$ cat src/rtl/edid_ddc_slave.sv
// DDC/EDID I2C target: answers reads at DEV_ADDR from an external 256-byte ROM; writes after the word address are NACKed.
// Filtered inputs add 2+FILTER_LEN cycles; SDA updates one cycle after each filtered SCL fall; never stretches the clock.
module edid_ddc_slave #(
  parameter logic [6:0] DEV_ADDR   = 7'h50,
  parameter int         FILTER_LEN = 4
) (
  input  logic       sys_clk,
  input  logic       nrst,
  input  logic       scl_in,
  input  logic       sda_in,
  output logic       scl_out,
  output logic       scl_oe,
  output logic       sda_out,
  output logic       sda_oe,
  output logic [7:0] rom_addr,
  input  logic [7:0] rom_data,
  output logic       busy,
  output logic       byte_stb
);

  localparam logic [3:0] FLT_MAX = 4'(FILTER_LEN - 1);

  typedef enum logic [2:0] {
    IDLE, DEVADDR, DEVACK, WORDADDR, WORDACK, WRIGNORE, TXBYTE, MACK
  } state_t;

  logic [1:0] scl_sync, sda_sync;
  logic [3:0] scl_cnt, sda_cnt;
  logic       scl_f, sda_f, scl_d, sda_d;

  // A level change is accepted only after FILTER_LEN consecutive differing samples.
  always_ff @(posedge sys_clk) begin
    if (!nrst) begin
      scl_sync <= 2'b11;
      sda_sync <= 2'b11;
      scl_cnt  <= '0;
      sda_cnt  <= '0;
      scl_f    <= 1'b1;
      sda_f    <= 1'b1;
      scl_d    <= 1'b1;
      sda_d    <= 1'b1;
    end else begin
      scl_sync <= {scl_sync[0], scl_in};
      sda_sync <= {sda_sync[0], sda_in};
      if (scl_sync[1] == scl_f) scl_cnt <= '0;
      else if (scl_cnt == FLT_MAX) begin
        scl_f   <= scl_sync[1];
        scl_cnt <= '0;
      end else scl_cnt <= scl_cnt + 4'd1;
      if (sda_sync[1] == sda_f) sda_cnt <= '0;
      else if (sda_cnt == FLT_MAX) begin
        sda_f   <= sda_sync[1];
        sda_cnt <= '0;
      end else sda_cnt <= sda_cnt + 4'd1;
      scl_d <= scl_f;
      sda_d <= sda_f;
    end
  end

  logic scl_rise, scl_fall, start_c, stop_c;
  assign scl_rise = scl_f & ~scl_d;
  assign scl_fall = ~scl_f & scl_d;
  assign start_c  = scl_f & scl_d & sda_d & ~sda_f;
  assign stop_c   = scl_f & scl_d & ~sda_d & sda_f;

  state_t     state, state_nx;
  logic [3:0] cnt, cnt_nx;
  logic [7:0] shreg, shreg_nx, offset, offset_nx;
  logic       rw, rw_nx, load_pend, load_pend_nx;
  logic       oe_nx, busy_nx, stb_nx, do_load;

  always_ff @(posedge sys_clk) begin
    if (!nrst) begin
      state     <= IDLE;
      cnt       <= '0;
      shreg     <= '0;
      offset    <= '0;
      rw        <= 1'b0;
      load_pend <= 1'b0;
      sda_oe    <= 1'b0;
      busy      <= 1'b0;
      byte_stb  <= 1'b0;
    end else begin
      state     <= state_nx;
      cnt       <= cnt_nx;
      shreg     <= shreg_nx;
      offset    <= offset_nx;
      rw        <= rw_nx;
      load_pend <= load_pend_nx;
      sda_oe    <= oe_nx;
      busy      <= busy_nx;
      byte_stb  <= stb_nx;
    end
  end

  always_comb begin
    state_nx     = state;
    cnt_nx       = cnt;
    shreg_nx     = shreg;
    offset_nx    = offset;
    rw_nx        = rw;
    load_pend_nx = load_pend;
    oe_nx        = sda_oe;
    busy_nx      = busy;
    stb_nx       = 1'b0;
    do_load      = 1'b0;
    if (stop_c) begin
      state_nx     = IDLE;
      oe_nx        = 1'b0;
      busy_nx      = 1'b0;
      load_pend_nx = 1'b0;
    end else if (start_c) begin
      state_nx     = DEVADDR;
      cnt_nx       = '0;
      oe_nx        = 1'b0;
      busy_nx      = 1'b0;
      load_pend_nx = 1'b0;
    end else begin
      case (state)
        IDLE: oe_nx = 1'b0;
        DEVADDR, WORDADDR: begin
          if (scl_rise && cnt != 4'd8) begin
            shreg_nx = {shreg[6:0], sda_f};
            cnt_nx   = cnt + 4'd1;
          end else if (scl_fall && cnt == 4'd8) begin
            if (state == WORDADDR) begin
              offset_nx = shreg;
              state_nx  = WORDACK;
              oe_nx     = 1'b1;
            end else if (shreg[7:1] == DEV_ADDR) begin
              state_nx = DEVACK;
              oe_nx    = 1'b1;
              busy_nx  = 1'b1;
              rw_nx    = shreg[0];
            end else begin
              state_nx = IDLE;
            end
          end
        end
        DEVACK: begin
          if (scl_fall) begin
            if (rw) do_load = 1'b1;
            else begin
              state_nx = WORDADDR;
              oe_nx    = 1'b0;
              cnt_nx   = '0;
            end
          end
        end
        WORDACK: begin
          if (scl_fall) begin
            state_nx = WRIGNORE;
            oe_nx    = 1'b0;
          end
        end
        WRIGNORE: oe_nx = 1'b0;
        TXBYTE: begin
          if (scl_fall) begin
            if (load_pend) do_load = 1'b1;
            else if (cnt == 4'd7) begin
              state_nx = MACK;
              oe_nx    = 1'b0;
            end else begin
              shreg_nx = {shreg[6:0], 1'b0};
              oe_nx    = ~shreg[6];
              cnt_nx   = cnt + 4'd1;
            end
          end
        end
        MACK: begin
          oe_nx = 1'b0;
          // Next byte is fetched at the SCL fall that closes the master's ACK.
          if (scl_rise) begin
            if (!sda_f) begin
              state_nx     = TXBYTE;
              load_pend_nx = 1'b1;
            end else state_nx = IDLE;
          end
        end
        default: state_nx = IDLE;
      endcase
      if (do_load) begin
        state_nx     = TXBYTE;
        shreg_nx     = rom_data;
        stb_nx       = 1'b1;
        offset_nx    = offset + 8'd1;
        oe_nx        = ~rom_data[7];
        cnt_nx       = '0;
        load_pend_nx = 1'b0;
      end
    end
  end

  assign scl_out  = 1'b0;
  assign scl_oe   = 1'b0;
  assign sda_out  = 1'b0;
  assign rom_addr = offset;

endmodule

$ cat config.mk
export PLATFORM = sky130hd
export DESIGN_NAME = edid_ddc_slave
export DESIGN_NICKNAME = d
export VERILOG_FILES = /design/src/rtl/edid_ddc_slave.sv
export SDC_FILE = /design/constraint.sdc
export NUM_CORES = 1
export LEC_CHECK = 0
export ABC_AREA = 1
export CORE_MARGIN = 5
export CORE_UTILIZATION = 50
export CTS_CLUSTER_SIZE = 16
export DETAILED_ROUTE_END_ITERATION = 12
export HOLD_SLACK_MARGIN = 0.02
export PLACE_DENSITY = 0.79
export SYNTH_ARGS = -nofsm -noshare
export SYNTH_HDL_FRONTEND = slang
export SYNTH_SLANG_ARGS = --single-unit
$ cat constraint.sdc
create_clock -name sys_clk -period 1.9 [get_ports sys_clk]
set_clock_uncertainty 0.2 [all_clocks]
set_input_delay 0.19 -clock sys_clk [delete_from_list [all_inputs] [get_ports sys_clk]]
set_output_delay 0.19 -clock sys_clk [all_outputs]
set_load 0.01 [all_outputs]
==> results.ini <==
[sta]
setup_viol=0
slew_violations=0
tns_ns=0
rsz0062_at_grt=no
period_needed_ns=1.737
max_freq_ghz=0.5758
timing.final.crit_share_pct=91.40
setup_slack_ns=0.1633
hold_viol=0

[cells_and_area]
finalNonFillerCells=478
nFillCells=463
nNetsFinal=427
n_antenna_cell=0
final_core_util_pct=60.95
syn2layout_area_growth_pct=17.74
drive_gt1_share_pct=13.63

[power]
swShare_pct=38.08
intPower_w=0.001721
switchingPower_w=0.001058
pwr-share-comb_pct=35.9
power_density_nw_per_um2=959.3
power.share.clock_pct=21.6
seq_power_share_pct=42.5
ir_drop_uv=513.9
p_leak_nw=1.374

[setup_path]
end_kind=register
worstPathMaxFanout=16
cp_slowest_stage_delay_ns=0.37
r2r_setup_slack_ns=0.16
worst_setup_path_start_kind=register
slowest_stage=dfxtp_2
worstSetupPathType=reg2reg
required_ns=1.90
cp.arrival_ns=1.73
crit_chain=inv_1 > ha_1 > nand3_1 > nand2_1 > nand2_1 > nand2_2 > clkinv_2 > nand3_4 > nor2_1 > nor2_1

[routing]
drt_first_iter_violations=193
wl_per_cell_microns=11.55
firstDrtPassIters=4
drc=0
routed_wl_mm=5.519
vias=2402
viasPerCell=5.025
ant_nets=0

[yosys]
netlist_area_sq_um=2461
avgSynthCellArea_sq_um=6.528
synth-edff-count=0
syn_inst=377
synth_top_area_share_pct=35.79
synth_most_common_cell=nand2_1
synth.area.top_cells=dfxtp_1, nand2_1, nor2_1
synth-main-ff-cell=dfxtp_1
ys_warn_count=0
synth_top_cell_by_area=dfxtp_1
synth_commonest_cells=nand2_1, nor2_1, dfxtp_1, inv_1, nand3_1
async_reset_ff_share_pct=0
ys_ff_latch=44
ys_seq_area_share_pct=35.79
synthDistinctLibCells=35

[cts]
insertion_delay_ns=0.30
cts_hold_buf=0
clock_path_buffers=2
clk_pin_slew_ns=0.09
cts-buffers-inserted=5
cts-htree-levels=2
clock-sinks=44
root_buffer=clkbuf_8
cts_tree=yes

[global_route]
grt-ovfl-total=0
grt_use_total_pct=18.46
antenna_found_initial=0
use_met1_pct=24.04
use_met3_pct=3.587
grt_pass1_wl_mm=9.480
busiest_layer=met2
grt_max_degree=17
grtUsageMet2_pct=28.89
grt_pass1_vias=2173

[place]
io_buffers=22
dp.cells=469
preCtsSetupSlack_ns=0.09656
post-dp-hpwl_mm=4.162
gp_congestion=0.9739

[floorplan]
ios=26
rows=25
die_w_microns=80.16
start_util_pct=51.76
die_area_sq_um=6426
coreArea_sq_um=4755
dieHeight_microns=80.16

[job]
drv_cap=0

[hold_path]
hp-class=reg2reg

[run_status]
outcome=finished clean

==> registers in the layout, indices dropped and copies added, names as in the netlist <==
name and count:
shreg 8, sda_cnt 4, byte_stb 1, scl_sync 2, scl_f 1, sda_f 1, state 3, cnt 4
rom_addr 8, scl_d 1, rw 1, load_pend 1, scl_cnt 4, sda_oe 1, sda_sync 2, busy 1
sda_d 1
==> layer usage <==
metal	wire, microns	up-vias	part of all wire (%)
li1	-	1249	-
met3	194	13	3.5
met5	0	-	0
met1	2646	1084	48
met2	2551	56	46
met4	127	0	2.3
==> kinds of logic after synthesis <==
logic type	count (synthesis)	synth area share, %
AOI/OAI and AO/OA	43	10.12
xor gates and xnor gates	4	1.424
adders and majority gates	5	2.542
buffers and inverters	57	10.73
DFF	44	35.79
other	1	0.1524
and+or+nand+nor	223	39.25
==> worst max-delay path, delay by kind of cell, from the launching register on <==
kind,cells,cell delay [ns]
fa+ha+maj,1,0.20
buf+inv,2,0.12
simple gates,7,0.73
flops,1,0.37
==> worst paths after layout <==
path	cells after the start	to	start
max	10	shreg[0]	cnt[0]
min	1	scl_sync[1]	scl_sync[0]
max reg2reg	10	shreg[0]	cnt[0]
min reg2reg	1	scl_sync[1]	scl_sync[0]
==> placed cells by master, fill, tap and decap left out <==
| master | count |
|---|---|
| or2_2 | 6 |
| inv_2 | 7 |
| dfxtp_1 | 39 |
| xnor2_1 | 1 |
| clkinv_2 | 1 |
| o21bai_1 | 1 |
| a211o_1 | 2 |
| o211ai_1 | 3 |
| nand3b_1 | 1 |
| a21oi_1 | 15 |
| nor2_1 | 69 |
| clkdlybuf4s50_1 | 22 |
| nor3_1 | 4 |
| nand4_2 | 1 |
| o21ai_0 | 12 |
| o211a_1 | 2 |
| inv_1 | 35 |
| nand4_1 | 3 |
| nand3_2 | 2 |
| a31oi_1 | 2 |
| nand3_1 | 33 |
| clkbuf_8 | 5 |
| clkinvlp_4 | 2 |
| ha_1 | 5 |
| clkinv_4 | 1 |
| nor2_4 | 1 |
| conb_1 | 3 |
| nand3_4 | 1 |
| xor2_1 | 3 |
| a21oi_2 | 1 |
| nand2_1 | 94 |
| nand2_2 | 5 |
| o21ai_1 | 5 |
| nor2_2 | 2 |
| nor3b_1 | 1 |
| dfxtp_2 | 5 |
| buf_4 | 16 |
==> power by group through the flow <==
stage	Clock [W]	Sequential [W]	Combinational [W]
after CTS	0.000625	0.00117	0.000980
final	0.000601	0.00118	0.000997
after floorplan	0	0.00114	0.000814
after global placement	0	0.00119	0.000964
after detailed placement	0	0.00119	0.000975
after global routing	0.000662	0.00120	0.00114
==> layout make-up <==
type | instances | area (sq um) | share of cell area (%)
Sequential cell | 44 | 887.1 | 30.61
Tap cell | 67 | 83.83 | 2.893
Clock buffer | 5 | 68.82 | 2.375
Clock inverter | 3 | 23.77 | 0.8204
Timing Repair Buffer | 38 | 340.3 | 11.74
Inverter | 43 | 162.7 | 5.613
Multi-Input combinational cell | 278 | 1331 | 45.94
==> stage by stage <==
step | hold slack [ns] | instance area [sq um] | power, W
finish | 0.2275 | 2898 | 0.002780
global route | 0.2378 | 2898 | 0.003006
CTS | 0.2309 | 2877 | 0.002776
detailed placement | 0.2094 | 2784 | 0.002167
global placement | 0.1936 | 2784 | 0.002151
floorplan | 0.09658 | 2469 | 0.001957
==> repair_timing <==
item | 4_1_cts | 5_1_grt
setup buffers | 0 | 1
resized for setup | 0 | 8
endpoints found under the setup margin | 0 | 15
Power figures use the tool's default switching activity.
